### src/rtl/io_bank_pkg.sv
// Shared definitions for the I/O output bank: address offsets and the word-index decoder.
package io_bank_pkg;

    localparam int unsigned IDX_W = 6;

    typedef struct packed {
        logic             hit;
        logic [IDX_W-1:0] off;
    } idx_dec_t;

    function automatic int unsigned off_pulse_mask(input int unsigned num_ports);
        return num_ports;
    endfunction

    function automatic int unsigned off_pulse_len(input int unsigned num_ports);
        return num_ports + 1;
    endfunction

    // Offset of idx relative to base; hit only when base <= idx <= base+last_off.
    function automatic idx_dec_t decode_idx(input logic [IDX_W-1:0] idx,
                                            input logic [IDX_W-1:0] base,
                                            input logic [IDX_W-1:0] last_off);
        logic [IDX_W:0] diff;
        idx_dec_t       r;
        diff  = {1'b0, idx} - {1'b0, base};
        r.off = diff[IDX_W-1:0];
        r.hit = !diff[IDX_W] && (diff[IDX_W-1:0] <= last_off);
        return r;
    endfunction

endpackage

### src/rtl/io_pulse_chan.sv
// One output port: data register plus pulse-mode down-counter with auto-clear on expiry.
module io_pulse_chan
    import io_bank_pkg::*;
#(
    parameter int unsigned DATA_W  = 32,
    parameter int unsigned PULSE_W = 8
) (
    input  logic               clk,
    input  logic               clr,
    input  logic               wr_en,
    input  logic [DATA_W-1:0]  wdata,
    input  logic               pulse_mode,
    input  logic [PULSE_W-1:0] pulse_len,
    output logic [DATA_W-1:0]  data_o,
    output logic               active_c
);

    logic [DATA_W-1:0]  data_q, data_d;
    logic [PULSE_W-1:0] cnt_q, cnt_d;
    logic [PULSE_W-1:0] load_val;

    assign load_val = (pulse_len == '0) ? PULSE_W'(1) : pulse_len;

    // Priority: write > mode-off cancel > countdown/expiry.
    always_comb begin
        data_d = data_q;
        cnt_d  = cnt_q;
        if (!pulse_mode) begin
            cnt_d = '0;
        end else if (cnt_q != '0) begin
            cnt_d = cnt_q - PULSE_W'(1);
            if (cnt_q == PULSE_W'(1)) begin
                data_d = '0;
            end
        end
        if (wr_en) begin
            data_d = wdata;
            cnt_d  = pulse_mode ? load_val : '0;
        end
    end

    always_ff @(posedge clk) begin
        if (clr) begin
            data_q <= '0;
            cnt_q  <= '0;
        end else begin
            data_q <= data_d;
            cnt_q  <= cnt_d;
        end
    end

    assign data_o   = data_q;
    assign active_c = (cnt_q != '0);

endmodule

### src/rtl/io_output_bank.sv
// Memory-mapped output port bank with per-port pulse mode.
// Optional registered readback path enabled by defining IO_OUTPUT_READBACK_EN.
module io_output_bank
    import io_bank_pkg::*;
#(
    parameter int unsigned      NUM_PORTS = 4,
    parameter int unsigned      DATA_W    = 32,
    parameter logic [IDX_W-1:0] BASE_IDX  = 6'h20,
    parameter int unsigned      PULSE_W   = 8
) (
    input  logic                        io_clk,
    input  logic                        clr,
    input  logic [31:0]                 addr,
    input  logic [DATA_W-1:0]           datain,
    input  logic                        write_io_enable,
    input  logic                        read_io_enable,
    output logic [DATA_W-1:0]           dataout,
    output logic [NUM_PORTS*DATA_W-1:0] out_port,
    output logic [NUM_PORTS-1:0]        pulse_active
);

    localparam logic [IDX_W-1:0] OFF_PULSE_MASK = IDX_W'(off_pulse_mask(NUM_PORTS));
    localparam logic [IDX_W-1:0] OFF_PULSE_LEN  = IDX_W'(off_pulse_len(NUM_PORTS));

    idx_dec_t             dec;
    logic [NUM_PORTS-1:0] mask_q, mask_d;
    logic [PULSE_W-1:0]   len_q, len_d;
    logic                 wr_mask, wr_len;

    assign dec     = decode_idx(addr[7:2], BASE_IDX, OFF_PULSE_LEN);
    assign wr_mask = write_io_enable && dec.hit && (dec.off == OFF_PULSE_MASK);
    assign wr_len  = write_io_enable && dec.hit && (dec.off == OFF_PULSE_LEN);

    always_comb begin
        mask_d = mask_q;
        len_d  = len_q;
        if (wr_mask) mask_d = datain[NUM_PORTS-1:0];
        if (wr_len)  len_d  = datain[PULSE_W-1:0];
    end

    always_ff @(posedge io_clk) begin
        if (clr) begin
            mask_q <= '0;
            len_q  <= '0;
        end else begin
            mask_q <= mask_d;
            len_q  <= len_d;
        end
    end

    // Channels see the next-edge mask so a mask clear cancels the counter on its own edge.
    for (genvar i = 0; i < NUM_PORTS; i++) begin : g_chan
        logic wr_port;
        assign wr_port = write_io_enable && dec.hit && (dec.off == IDX_W'(i));

        io_pulse_chan #(
            .DATA_W  (DATA_W),
            .PULSE_W (PULSE_W)
        ) u_chan (
            .clk        (io_clk),
            .clr        (clr),
            .wr_en      (wr_port),
            .wdata      (datain),
            .pulse_mode (mask_d[i]),
            .pulse_len  (len_q),
            .data_o     (out_port[i*DATA_W +: DATA_W]),
            .active_c   (pulse_active[i])
        );
    end

`ifdef IO_OUTPUT_READBACK_EN
    logic [DATA_W-1:0] rd_q, rd_d, rd_data_c;

    // Readback mux uses current register values, so a same-cycle write reads the old value.
    always_comb begin
        rd_data_c = '0;
        if (dec.hit) begin
            if (dec.off == OFF_PULSE_MASK) begin
                rd_data_c = DATA_W'(mask_q);
            end else if (dec.off == OFF_PULSE_LEN) begin
                rd_data_c = DATA_W'(len_q);
            end else begin
                for (int p = 0; p < NUM_PORTS; p++) begin
                    if (dec.off == IDX_W'(p)) rd_data_c = out_port[p*DATA_W +: DATA_W];
                end
            end
        end
    end

    always_comb begin
        rd_d = rd_q;
        if (read_io_enable) rd_d = rd_data_c;
    end

    always_ff @(posedge io_clk) begin
        if (clr) rd_q <= '0;
        else     rd_q <= rd_d;
    end

    assign dataout = rd_q;

    logic unused_c;
    assign unused_c = ^{addr[31:8], addr[1:0]};
`else
    assign dataout = '0;

    logic unused_c;
    assign unused_c = ^{addr[31:8], addr[1:0], read_io_enable};
`endif

endmodule

### config.mk
export PLATFORM = sky130hd
export DESIGN_NAME = io_output_bank
export DESIGN_NICKNAME = d
export VERILOG_FILES = /design/src/rtl/io_bank_pkg.sv /design/src/rtl/io_pulse_chan.sv /design/src/rtl/io_output_bank.sv
export SDC_FILE = /design/constraint.sdc
export NUM_CORES = 1
export LEC_CHECK = 0
export BUFFER_PORTS_ARGS = -buffer_cell sky130_fd_sc_hd__clkbuf_2
export CAP_MARGIN = 40
export CORE_ASPECT_RATIO = 1.2
export CORE_MARGIN = 1.5
export CORE_UTILIZATION = 50
export DETAILED_ROUTE_END_ITERATION = 8
export PLACE_DENSITY = 0.88
export SYNTH_ARGS = -nofsm -noshare
export SYNTH_HDL_FRONTEND = slang
export SYNTH_SLANG_ARGS = --single-unit
### constraint.sdc
create_clock -name io_clk -period 2.6 [get_ports io_clk]
set_input_delay 0.39 -clock io_clk [delete_from_list [all_inputs] [get_ports io_clk]]
set_output_delay 0.39 -clock io_clk [all_outputs]
set_load 0.01 [all_outputs]
# After elaboration in Yosys (flattened, before gate mapping)
# Index checks and enable logic that the tools add are counted.
totals:
  wordCells: 94
  reg_bits: 172
op_classes:
  n_reduce_logical: 31
  addsub: 5
  n_mux: 34
  order_cmp: 1
  n_eq_ne: 13
op_table:
  columns: ["cell", "n"]
  rows:
  - ["$mux W32", 16]
  - ["$mux W8", 17]
  - ["$eq A8 B1 Y1 const B", 4]
  - ["$reduce_bool A8 Y1", 4]
  - ["$sub A8 B1 Y8 const B", 4]
  - ["$reduce_bool A2 Y1", 12]
  - ["$eq A6 B2 Y1 const B", 2]
  - ["$eq A6 B3 Y1 const B", 2]
  - ["$ne A3 B1 Y1 const B", 4]
  - ["$reduce_and A3 Y1", 4]
  - ["$logic_and A1 B1 Y1", 8]
  - ["$logic_not A8 Y1", 1]
  - ["$sub A6 B6 Y7 const B", 1]
  - ["$eq A6 B1 Y1 const B", 1]
  - ["$le A6 B3 Y1 const B", 1]
  - ["$logic_not A6 Y1", 1]
  - ["$mux W4", 1]
  - ["$logic_not A1 Y1", 1]

# Depth between registers and ports, before layout
# Gate-level depths: netlist of the first run.
depth:
  ltp_word: 8
  ltp_mapped: 8

# Cells and area by module
# A second synthesis of the first run with hierarchy kept.
hier_totals:
  hier_cells: 640
  area_unflattened_um2: 6964.2
by_module_without_submodules:
  columns: ["mod", "instances", "cells_each", "area_each_um2", "seq_area_each_um2"]
  rows:
  - ["io_pulse_chan", 4, 136, 1510.2, 800.8]
  - ["io_output_bank", 1, 96, 923.4, 240.2]

# Worst setup path before layout of the first run
# OpenSTA, ideal clock, no wires.
synth_path:
  path_type: "reg-to-reg"
  start: "reg g_chan[0].u_chan.cnt_q[0]"
  end: "reg g_chan[0].u_chan.data_q[0]"
  t_arrival_ns: 1.955
  path_slack_ns: 0.503
  n_path_buf: 1
  setup_time_ns: 0.142
  stages_incl_launch_ff: 7
  cell_sequence: "dfxtp_1 inv_1 ha_1 or4b_2 o21ai_1 clkbuf_1 a311oi_1"
synth_via:
  elab_chain_len: 3
  elab_cells_between_ends: 5
  classes_between: "1 x eq/ne; 4 x reduce/logical"
synth_lines:
  columns: ["element", "line", "text"]
  rows:
  - ["from (decl)", "io_pulse_chan.sv:19", "logic [PULSE_W-1:0] cnt_q, cnt_d;"]
  - ["from (signal assigned)", "io_pulse_chan.sv:48", "cnt_q <= cnt_d;"]
  - ["$eq A8 B1 Y1 or $reduce_bool A8 Y1 (tied branches)", "io_pulse_chan.sv:32, io_pulse_chan.sv:30", null]
  - ["$reduce_bool A2 Y1 (no line)", null, null]
  - ["$reduce_and A3 Y1 (no line) (*)", null, null]
  - ["to (signal assigned)", "io_pulse_chan.sv:47", "data_q <= data_d;"]
  - ["to (decl)", "io_pulse_chan.sv:18", "logic [DATA_W-1:0] data_q, data_d;"]
# Mark *: on every way between the ends. The rest lies on a longest branch, timed or not.
# A chain may end at the register's enable or synchronous reset.

# Worst setup path after layout of the first run
layout_path:
  start: "reg g_chan[3].u_chan.cnt_q[2]"
  end: "out pulse_active[3]"
layout_via:
  elab_chain_len: 1
layout_lines:
  columns: ["element", "line", "text"]
  rows:
  - ["from (decl)", "io_pulse_chan.sv:19", null]
  - ["from (signal assigned)", "io_pulse_chan.sv:48", null]
  - ["$reduce_bool A8 Y1", "io_pulse_chan.sv:53", "assign active_c = (cnt_q != '0);"]
  - ["to (decl)", "io_output_bank.sv:19", "output logic [NUM_PORTS-1:0] pulse_active"]
# Every way passes these cells.

==> impl_metrics.toml, run 1 <==
[grt]
via_count_of_the_first_global_routing_pass = 7274
grt_overflow_total = 0
antenna_found_initial = 0
gr-usage-all-layers_pct = 27.5
grt_first_pass_wirelength_mm = 37.7
largest_net_degree_at_the_start_of_global_routing = 89

[synthesis]
synthesis.yosys.warnings = 0
synth.ff_latch_count = 172
ys_types = 51
yosys_most_used_dff = "sky130_fd_sc_hd__dfxtp_1"
post_synth.cell_area_avg_um2 = 8.43
synth_cells = 975
mappedNetlistArea_um2 = 8220
synth.yosys.seq_area_share_pct = 41.9
synth-edff-count = 0
postSynth.asyncResetShare_pct = 0

[cells_and_area]
layout.cell_area.non_filler_um2 = 9790
drive_gt1_share_pct = 22.2
finalNetCount = 1184
num-fill-cells = 1335
n_antenna_cell = 0
area_growth_from_synthesis_to_layout_pct = 19.2
final_util_pct = 60.7
multi_input_comb_area_um2 = 4200
ff_latch_area_um2 = 3440

[route]
drcViolationCount = 0
detail_route.wl_per_cell_um = 18.3
detail_route.vias_per_cell = 5.98
wirelength_mm = 24.4
routed-via-count = 7953
drtPass1Iterations = 8
postRouteAntennaNets = 0
detail_route.iter0.violations = 606

[timing]
max_slew.worst_pin.slew_ns = 0.680
finalHoldViolCount = 0
rsz0062_at_grt = "no"
max_slew_headroom_at_the_worst_pin_pct = 54.7
finalSetupTns_ns = 0
post-route-worst-setup-slack_ns = 0.0909
final_setup_violation_count = 0
clock.fmax_mhz = 399
fin_crit_ns = 2.51
min_period_over_period_pct = 96.5
fin_worst_skew_ns = 0.0106
drv_slew = 0

[worst_setup_path]
arrival_ns = 2.12
cp_max_fo = 8
path_buf_inv = 1
timing.critical_path.from_type = "flip-flop"
end_kind = "output port"
cpMaxStageDelayCell = "sky130_fd_sc_hd__or4_4"
criticalPathCategory = "flip-flop to output port"
slowest_delay_ns = 0.61
crit_family = "simple AND/OR/NAND/NOR gates"
timing.critical_path.cells = "or4_4 > or3_1 > clkbuf_2"
cp.required_ns = 2.21

[clocking]
cts-hold-fix-buffers = 0
clk_latency_ns = 0.43
post_cts_resize_count = 0
tritoncts = "built"
clock_tree.root_cell = "sky130_fd_sc_hd__clkbuf_16"
cts_max_level = 4
number_of_clock_buffers_inserted_by_tritoncts = 17
clock_sink_count = 172
post_cts_buffers = 0
cts.path.max_buffers = 2
cts.reportedPaths.clkPinSlew_ns = 0.08

[flow_run]
max-cap-violations = 0

[die]
boundaryPins = 232
floorplan.die.height_um = 143
width_of_the_die_um = 120
core_region_area_um2 = 16100
std_cell_rows = 51
initial_core_utilization_pct = 50.9
die-area_um2 = 17200

[power]
net-switching-power_w = 0.00140
peakVddDrop_mv = 0.370
comb_power_share_pct = 5.0
p_per_area_nw_per_um2 = 554
power_switching_share_pct = 25.8
power.leakage_nw = 3.75
seq_power_share_pct = 48.9
internal_power_w = 0.00402
power.clock.fraction_pct = 46.2
p_total_w = 0.00542

[place]
hpwlAfterDp_mm = 16.5
port_buffers = 172
dp_worst_setup_slack_ns = 0.413
dpl-instance-area_um2 = 9210
routabilityCongestion = 0.919

[hold_path]
holdCritPathClass = "input pin to flip-flop"

[outcome]
run_status = "finished clean"
[cell families after synthesis]
group           Yosys count  synth area share [%]
mux                      17                  2.09
flops                   172                  41.9
buf+inv                 163                  9.41
fa+ha+maj                12                  1.83
simple gates            307                  17.9
xor+xnor                 14                  1.49
compound gates          289                  25.3
other cells               1                0.0456
[synthesized netlist by cell type, types with 14 or more instances]
| cell | number | share of area [%] |
|---|---|---|
| sky130_fd_sc_hd__a211o_1 | 34 | 3.6 |
| sky130_fd_sc_hd__a21oi_1 | 86 | 5.2 |
| sky130_fd_sc_hd__a311oi_1 | 64 | 6.8 |
| sky130_fd_sc_hd__a31oi_1 | 33 | 2.5 |
| sky130_fd_sc_hd__buf_2 | 21 | 1.3 |
| sky130_fd_sc_hd__buf_4 | 36 | 3.3 |
| sky130_fd_sc_hd__clkbuf_1 | 59 | 2.7 |
| sky130_fd_sc_hd__dfxtp_1 | 172 | 42 |
| sky130_fd_sc_hd__inv_1 | 44 | 2.0 |
| sky130_fd_sc_hd__mux2i_1 | 16 | 1.9 |
| sky130_fd_sc_hd__nand2_1 | 158 | 7.2 |
| sky130_fd_sc_hd__nand2b_1 | 35 | 2.7 |
| sky130_fd_sc_hd__nand3_1 | 18 | 1.1 |
| sky130_fd_sc_hd__nor2_1 | 30 | 1.4 |
| sky130_fd_sc_hd__nor4_1 | 16 | 1.2 |
| sky130_fd_sc_hd__o2bb2ai_1 | 32 | 3.4 |
| sky130_fd_sc_hd__xor2_1 | 14 | 1.5 |
[placed cells by master (no fill, tap or decap), types with 11 or more instances in the layout]
| cell | Yosys | routed |
|---|---|---|
| sky130_fd_sc_hd__dfxtp_1 | 172 | 172 |
| sky130_fd_sc_hd__clkbuf_2 | 0 | 171 |
| sky130_fd_sc_hd__nand2_1 | 158 | 158 |
| sky130_fd_sc_hd__a21oi_1 | 86 | 86 |
| sky130_fd_sc_hd__a311oi_1 | 64 | 64 |
| sky130_fd_sc_hd__inv_1 | 44 | 44 |
| sky130_fd_sc_hd__nand2b_1 | 35 | 35 |
| sky130_fd_sc_hd__a211o_1 | 34 | 34 |
| sky130_fd_sc_hd__a31oi_1 | 33 | 32 |
| sky130_fd_sc_hd__o2bb2ai_1 | 32 | 32 |
| sky130_fd_sc_hd__conb_1 | 1 | 32 |
| sky130_fd_sc_hd__nor2_1 | 30 | 29 |
| sky130_fd_sc_hd__buf_4 | 36 | 19 |
| sky130_fd_sc_hd__nand3_1 | 18 | 18 |
| sky130_fd_sc_hd__clkbuf_16 | 0 | 17 |
| sky130_fd_sc_hd__nor4_1 | 16 | 16 |
| sky130_fd_sc_hd__mux2i_1 | 16 | 16 |
| sky130_fd_sc_hd__xor2_1 | 14 | 14 |
| sky130_fd_sc_hd__ha_1 | 12 | 12 |
| sky130_fd_sc_hd__nor2b_1 | 11 | 11 |
[area by class of cell]
type                            instances  share of cell area (%)
Timing Repair Buffer                  197                    11.6
Sequential cell                       172                    35.2
Tap cell                              212                    2.71
Clock inverter                         14                    1.44
Multi-Input combinational cell        671                    42.9
Inverter                               45                    1.72
Clock buffer                           18                    4.48
[path summary, 6_finish.rpt]
| path | from | endpoint | slack (ns) | cells past startpoint |
|---|---|---|---|---|
| max reg2reg | g_chan[0].u_chan.cnt_q[0]$_SDFFE_PP0P_ | g_chan[0].u_chan.data_o[4]$_SDFFE_PP0P_ | 0.41 | 6 |
| max | g_chan[3].u_chan.cnt_q[2]$_SDFFE_PP0P_ | pulse_active[3] | 0.09 | 3 |
| min reg2reg | g_chan[2].u_chan.data_o[13]$_SDFFE_PP0P_ | g_chan[2].u_chan.data_o[13]$_SDFFE_PP0P_ | 0.47 | 2 |
| min | datain[20] | g_chan[2].u_chan.data_o[20]$_SDFFE_PP0P_ | 0.28 | 2 |
[power groups by stage]
stage | registers (W) | logic, W | clock network, W
2_1_floorplan | 0.00271 | 0.000162 | 0
3_5_place_dp | 0.00271 | 0.000260 | 0
4_1_cts | 0.00265 | 0.000262 | 0.00252
5_1_grt | 0.00265 | 0.000285 | 0.00263
6_report | 0.00265 | 0.000269 | 0.00250
3_3_place_gp | 0.00271 | 0.000259 | 0
[state kept, by name (all words and copies together) (netlist names)]
| name | cells |
|---|---|
| g_chan.u_chan.data_o | 128 |
| len_q | 8 |
| mask_q | 4 |
| g_chan.u_chan.cnt_q | 32 |
[worst register-to-register path, delay by kind of cell (launching register included)]
family                   cells  cell delay, ns
adder cells (fa/ha/maj)      1            0.24
AO/OA/AOI/OAI                2            0.33
AND/OR/NAND/NOR              1            0.63
flip-flops                   1            0.45
buffers and inverters        2            0.40
[per-stage QoR]
stage / hold WS, ns / std cells
finish: 0.283 / 1329
global route: 0.278 / 1329
CTS: 0.273 / 1329
detailed placement: 0.455 / 1297
global placement: 0.450 / 1297
floorplan: 0.467 / 1006
[routing by layer]
metal  vias up  share of wire, %  global-route usage (%)  wire length, um
li1       3719                 -                       -                -
met1      3755                39                    32.4             9460
met2       383                47                    44.9            11500
met3        96               7.9                    6.51             1940
met4         0               6.2                    17.5             1520
met5         -                 0                       0                0
Power figures use the tool's default switching activity.
==> run 2: changes to the inputs <==
--- a/config.mk
+++ b/config.mk
@@ -11,7 +11,8 @@
 export CORE_MARGIN = 1.5
 export CORE_UTILIZATION = 50
 export DETAILED_ROUTE_END_ITERATION = 8
-export PLACE_DENSITY = 0.88
+export PLACE_DENSITY = 0.9
 export SYNTH_ARGS = -nofsm -noshare
 export SYNTH_HDL_FRONTEND = slang
+export SYNTH_HIERARCHICAL = 1
 export SYNTH_SLANG_ARGS = --single-unit
==> constraint.sdc (replaced) <==
create_clock -name io_clk -period 3 [get_ports io_clk]
set_input_delay 0.45 -clock io_clk [delete_from_list [all_inputs] [get_ports io_clk]]
set_output_delay 0.45 -clock io_clk [all_outputs]
set_load 0.01 [all_outputs]
==> impl_metrics.toml, run 2 <==
[outcome]
run_status = "finished clean"

[worst_setup_path]
cp.required_ns = 3.38
end_kind = "flip-flop"
rr_worst_depth = 7
timing.critical_path.from_type = "input pin"
arrival_ns = 2.69
criticalPathCategory = "input pin to flip-flop"
crit-reg2reg-capture = "g_chan[0].u_chan/data_o[8]$_SDFFE_PP0P_"
cpMaxStageDelayCell = "sky130_fd_sc_hd__or3b_1"
slowest_delay_ns = 0.47
startpoint = "addr[6]"
timing.critical_path.cells = "clkbuf_2 > nand2b_1 > or3b_1 > nor3_1 > inv_1 > nor2_2 > buf_4 > a22o_1"
critical_path.reg2reg.startpoint = "g_chan[0].u_chan/cnt_q[1]$_SDFFE_PP0P_"
endpoint = "g_chan[3].u_chan/data_o[17]$_SDFFE_PP0P_"
cp_max_fo = 10
reg2reg_slack_ns = 1.11

[route]
wirelength_mm = 18.3
drtPass1Iterations = 5
postRouteAntennaNets = 0
detail_route.iter0.violations = 526
detail_route.wl_per_cell_um = 18.3
drcViolationCount = 0
detail_route.vias_per_cell = 5.76
routed-via-count = 5749

[timing]
final_setup_violation_count = 0
rsz0062_at_grt = "no"
fin_worst_skew_ns = 0.0119
drv_slew = 0
fin_crit_ns = 2.31
finalHoldViolCount = 0
finalHoldWorstSlack_ns = 0.291
finalSetupTns_ns = 0
min_period_over_period_pct = 77.1
clock.fmax_mhz = 432
max_slew.worst_pin.slew_ns = 0.758
max_slew_headroom_at_the_worst_pin_pct = 49.1

[cells_and_area]
n_antenna_cell = 0
layout_common_cells = "sky130_fd_sc_hd__dfxtp_1, sky130_fd_sc_hd__clkbuf_2, sky130_fd_sc_hd__a22o_1, sky130_fd_sc_hd__nor2_1, sky130_fd_sc_hd__conb_1"
drive_gt1_share_pct = 31.6
finalNetCount = 894
multi_input_comb_area_um2 = 3140
num-fill-cells = 1071
ff_latch_area_um2 = 3440
largest_register_ffs = 128
area_growth_from_synthesis_to_layout_pct = 21.4

[clocking]
cts_max_level = 4
cts.reportedPaths.clkPinSlew_ns = 0.07
clk_latency_ns = 0.43
post_cts_buffers = 0
cts.path.max_buffers = 2
tritoncts = "built"
clock_sink_count = 172
clock_tree.root_cell = "sky130_fd_sc_hd__clkbuf_16"
post_cts_resize_count = 0
number_of_clock_buffers_inserted_by_tritoncts = 17
cts-hold-fix-buffers = 0

[power]
peakVddDrop_mv = 0.451
net-switching-power_w = 0.00108
power_switching_share_pct = 23.4
power.leakage_nw = 3.91
power.clock.fraction_pct = 46.5
comb_power_share_pct = 3.7
p_per_area_nw_per_um2 = 545
seq_power_share_pct = 49.8
internal_power_w = 0.00353

[synthesis]
synthesis.yosys.warnings = 6
yosysTopAreaCell = "sky130_fd_sc_hd__dfxtp_1"
ys_types = 42
mappedNetlistArea_um2 = 6960
synth_commonest_cells = "sky130_fd_sc_hd__dfxtp_1, sky130_fd_sc_hd__a22o_1, sky130_fd_sc_hd__nor2_1, sky130_fd_sc_hd__buf_4, sky130_fd_sc_hd__nand2_1"
post_synth.cell_area_avg_um2 = 10.9
biggest_area_contributors_in_the_synthesized_netlist = "sky130_fd_sc_hd__dfxtp_1, sky130_fd_sc_hd__a22o_1, sky130_fd_sc_hd__buf_4, sky130_fd_sc_hd__mux2i_1, sky130_fd_sc_hd__ha_1"
yosysTopAreaCellShare_pct = 49.4
postSynth.asyncResetShare_pct = 0
synth.ff_latch_count = 172
yosys_most_used_dff = "sky130_fd_sc_hd__dfxtp_1"
synth_cells = 640
synth.yosys.seq_area_share_pct = 49.4
synth-edff-count = 0
synthMostInstantiatedCell = "sky130_fd_sc_hd__dfxtp_1"

[die]
initial_core_utilization_pct = 50.8
std_cell_rows = 47
core_region_area_um2 = 13700
boundaryPins = 232
floorplan.die.height_um = 132
die-area_um2 = 14600
width_of_the_die_um = 111

[place]
hpwlAfterDp_mm = 12.0
routabilityCongestion = 0.889
port_buffers = 172

[hold_path]
holdCritPathClass = "input pin to flip-flop"

[grt]
via_count_of_the_first_global_routing_pass = 5444
grt_first_pass_wirelength_mm = 28.8
gr-usage-all-layers_pct = 24.6
largest_net_degree_at_the_start_of_global_routing = 32
antenna_found_initial = 0
grt_overflow_total = 0

[flow_run]
max-cap-violations = 0
run 2: cell types whose count changed after synthesis, sizes merged, moves of 12 or more:
| cell | change |
|---|---|
| xnor2 | +12 |
| a22o | +124 |
| a31oi | -33 |
| nand2 | -130 |
| nand2b | -17 |
| inv | -30 |
| clkbuf | -41 |
| a311oi | -64 |
| a211o | -30 |
| a21oi | -68 |
| o2bb2ai | -32 |
run 2: cell families (layout without fill, tap and decap cells):
logic type,Yosys count,after routing,synth area share [%]
buffers and inverters,80,236,7.42
XOR/XNOR,20,20,2.52
AO/OA/AOI/OAI,172,172,20.8
flip-flops,172,172,49.4
adder cells (fa/ha/maj),12,12,2.16
AND/OR/NAND/NOR,163,163,14.6
multiplexers,20,20,2.95
other,1,32,0.0538
run 2: worst min path at each step:
stage | from | endpoint | slack [ns] | cells after the start
final | datain[18] | g_chan[2].u_chan/data_o[18]$_SDFFE_PP0P_ | 0.29 | 2
after floorplan | mask_q[0]$_SDFF_PP0_ | mask_q[0]$_SDFF_PP0_ | 0.45 | 2
after global placement | g_chan[0].u_chan/data_o[20]$_SDFFE_PP0P_ | g_chan[0].u_chan/data_o[20]$_SDFFE_PP0P_ | 0.45 | 1
after detailed placement | g_chan[0].u_chan/data_o[31]$_SDFFE_PP0P_ | g_chan[0].u_chan/data_o[31]$_SDFFE_PP0P_ | 0.46 | 1
after CTS | datain[15] | g_chan[2].u_chan/data_o[15]$_SDFFE_PP0P_ | 0.27 | 2
after global routing | datain[23] | g_chan[1].u_chan/data_o[23]$_SDFFE_PP0P_ | 0.28 | 2
run 2: routing by layer:
| layer | global-route usage, % | share of wire, % |
|---|---|---|
| met1 | 29.6 | 40 |
| met2 | 41.4 | 49 |
| met3 | 5.93 | 6.6 |
| met4 | 12.1 | 3.7 |
| met5 | 0 | 0 |
run 2: metrics by stage:
step	setup slack [ns]	total power, W	cell area, um2	utilization [%]	std cells
global route	0.651	0.00474	8450	61.7	998
floorplan	0.343	0.00247	7080	-	671
global placement	0.352	0.00251	7880	57.5	966
detailed placement	0.313	0.00251	7880	57.5	966
CTS	0.748	0.00462	8450	61.7	998
finish	0.686	0.00461	8450	61.7	998
run 2: critical path: cells and delay by family:
family / cells / cell delay (ns)
buf+inv: 3 / 0.65
compound gates: 1 / 0.16
simple gates: 4 / 1.42
run 2: final cells by class:
type                            instances  area share (%)
Inverter                               14           0.622
Multi-Input combinational cell        419            37.1
Clock buffer                           20            5.28
Tap cell                              171            2.53
Sequential cell                       172            40.7
Timing Repair Buffer                  190            12.2
Clock inverter                         12            1.48
run 2: power by group through the flow:
stage	clock network, W	logic (W)	registers (W)
after floorplan	0	0.000121	0.00235
after global placement	0	0.000166	0.00234
after detailed placement	0	0.000170	0.00234
after CTS	0.00216	0.000170	0.00229
after global routing	0.00226	0.000184	0.00229
final	0.00214	0.000171	0.00229
==> run 3: changes to the inputs <==
--- a/config.mk
+++ b/config.mk
@@ -9,9 +9,9 @@
 export CAP_MARGIN = 40
 export CORE_ASPECT_RATIO = 1.2
 export CORE_MARGIN = 1.5
-export CORE_UTILIZATION = 50
+export CORE_UTILIZATION = 46
 export DETAILED_ROUTE_END_ITERATION = 8
-export PLACE_DENSITY = 0.9
+export PLACE_DENSITY = 0.88
 export SYNTH_ARGS = -nofsm -noshare
 export SYNTH_HDL_FRONTEND = slang
 export SYNTH_HIERARCHICAL = 1
==> constraint.sdc (replaced) <==
create_clock -name io_clk -period 2 [get_ports io_clk]
set_input_delay 0.3 -clock io_clk [delete_from_list [all_inputs] [get_ports io_clk]]
set_output_delay 0.3 -clock io_clk [all_outputs]
set_load 0.01 [all_outputs]
==> impl_metrics.toml, run 3 (same netlist as run 2, synthesis figures left out) <==
[die]
std_cell_rows = 49
die-area_um2 = 15900
boundaryPins = 232
core_region_area_um2 = 14900
width_of_the_die_um = 115
initial_core_utilization_pct = 46.7
floorplan.die.height_um = 138

[clocking]
tritoncts = "built"
post_cts_resize_count = 0
number_of_clock_buffers_inserted_by_tritoncts = 17
cts_max_level = 4
cts.reportedPaths.clkPinSlew_ns = 0.06
clock_tree.root_cell = "sky130_fd_sc_hd__clkbuf_16"
clk_latency_ns = 0.42
post_cts_buffers = 0
cts.path.max_buffers = 2
clock_sink_count = 172
cts-hold-fix-buffers = 0

[timing]
final_setup_violation_count = 0
fin_crit_ns = 1.86
drv_slew = 0
min_period_over_period_pct = 92.8
max_slew.worst_pin.slew_ns = 0.608
clock.fmax_mhz = 539
rsz0062_at_grt = "no"
post-route-worst-setup-slack_ns = 0.144
finalHoldViolCount = 0
fin_worst_skew_ns = 0.00778
max_slew_headroom_at_the_worst_pin_pct = 59.4

[outcome]
run_status = "finished clean"

[grt]
antenna_found_initial = 0
gr-usage-all-layers_pct = 22.5
grt_first_pass_wirelength_mm = 27.7
via_count_of_the_first_global_routing_pass = 5386
largest_net_degree_at_the_start_of_global_routing = 32
grt_overflow_total = 0

[route]
detail_route.iter0.violations = 573
postRouteAntennaNets = 0
met2WireLength_mm = 9.10
detail_route.wl_per_cell_um = 17.4
met3RoutedLength_mm = 1.24
topRoutingLayerUsed = "met4"
detail_route.vias_per_cell = 5.47
drtPass1Iterations = 5
drcViolationCount = 0
wirelength_met1_mm = 7.53
routed-via-count = 5734
wirelength_mm = 18.2

[hold_path]
hold_end = "g_chan[3].u_chan/data_o[12]$_SDFFE_PP0P_"
holdPathStages = 2
holdCritPathClass = "input pin to flip-flop"
startpoint_of_the_most_critical_hold_path = "datain[12]"

[worst_setup_path]
path_buf_inv = 2
critical_path.reg2reg.startpoint = "g_chan[3].u_chan/cnt_q[0]$_SDFFE_PP0P_"
timing.critical_path.from_type = "flip-flop"
crit-reg2reg-capture = "g_chan[3].u_chan/data_o[16]$_SDFFE_PP0P_"
cp.required_ns = 1.70
timing.critical_path.cells = "nor4_4 > buf_4 > nand3_1 > clkbuf_2"
criticalPathCategory = "flip-flop to output port"
rr_worst_depth = 7
cpMaxStageDelayCell = "sky130_fd_sc_hd__dfxtp_1"
arrival_ns = 1.56
slowest_delay_ns = 0.38
cp_max_fo = 5
crit_family = "simple AND/OR/NAND/NOR gates"
end_kind = "output port"
reg2reg_slack_ns = 0.18

[cells_and_area]
finalNetCount = 915
n_antenna_cell = 0
area_growth_from_synthesis_to_layout_pct = 26.1
largest_register_ffs = 128
layout_common_cells = "sky130_fd_sc_hd__dfxtp_1, sky130_fd_sc_hd__clkbuf_2, sky130_fd_sc_hd__a22o_1, sky130_fd_sc_hd__nor2_1, sky130_fd_sc_hd__conb_1"
num-fill-cells = 1200
drive_gt1_share_pct = 34.7

[flow_run]
max-cap-violations = 0

[place]
routabilityCongestion = 0.885
dp_worst_setup_slack_ns = -0.192
hpwlAfterDp_mm = 12.3
port_buffers = 172

[power]
p_per_area_nw_per_um2 = 787
p_total_w = 0.00691
power.leakage_nw = 4.05
peakVddDrop_mv = 0.490
==> run 3: cell count changes in the layout (fill, tap and decap cells not counted), sizes merged <==
cell	previous run	this run
clkbuf	192	194
clkinv	3	1
buf	18	39
inv	20	17
==> run 3: area by class of cell <==
| cell class | instances | area (um2) | share of cell area [%] |
|---|---|---|---|
| inverters | 14 | 52.6 | 0.598 |
| well taps | 204 | 255 | 2.91 |
| clock buffers | 22 | 484 | 5.51 |
| clock inverters | 7 | 80.1 | 0.912 |
| multi-input cells | 419 | 3200 | 36.4 |
| repair buffers | 211 | 1270 | 14.4 |
| flip-flops and latches | 172 | 3440 | 39.2 |
==> run 3: metrics by stage <==
stage	instances	hold WS (ns)	TNS (ns)	instance area [um2]	utilization [%]
2_1_floorplan	671	0.369	-0.161	7150	-
3_3_place_gp	1020	0.455	-11.67	8220	55.2
3_5_place_dp	1020	0.454	-16.86	8220	55.2
5_1_grt	1049	0.143	0	8780	58.9
4_1_cts	1049	0.135	0	8780	58.9
6_report	1049	0.148	0	8780	58.9
==> run 3: worst max-delay path by stage <==
stage                                            from  depth (start not counted)  slack (ns)                                        to
2_1_floorplan                                 addr[6]                          8       -0.06    g_chan[1].u_chan/cnt_q[6]$_SDFFE_PP0P_
3_3_place_gp                                  addr[6]                          8       -0.12  g_chan[1].u_chan/data_o[14]$_SDFFE_PP0P_
3_5_place_dp                                  addr[6]                          8       -0.19  g_chan[3].u_chan/data_o[11]$_SDFFE_PP0P_
4_1_cts        g_chan[2].u_chan/cnt_q[2]$_SDFFE_PP0P_                          4        0.12                           pulse_active[2]
5_1_grt        g_chan[2].u_chan/cnt_q[2]$_SDFFE_PP0P_                          4        0.07                           pulse_active[2]
6_report       g_chan[2].u_chan/cnt_q[2]$_SDFFE_PP0P_                          4        0.14                           pulse_active[2]
==> run 3: per-layer routing <==
metal,global-route usage [%],vias up
li1,-,2667
met1,27.9,2733
met2,38.5,301
met3,4.00,33
met4,8.98,0
met5,0,-
==> run 3: power breakdown <==
part | switching (W) | leakage (nW) | internal [W]
registers | 0.00000658 | 1.39 | 0.00343
clock network | 0.00133 | 0.272 | 0.00184
logic | 0.000188 | 2.40 | 0.000105
total | 0.00153 | 4.05 | 0.00538
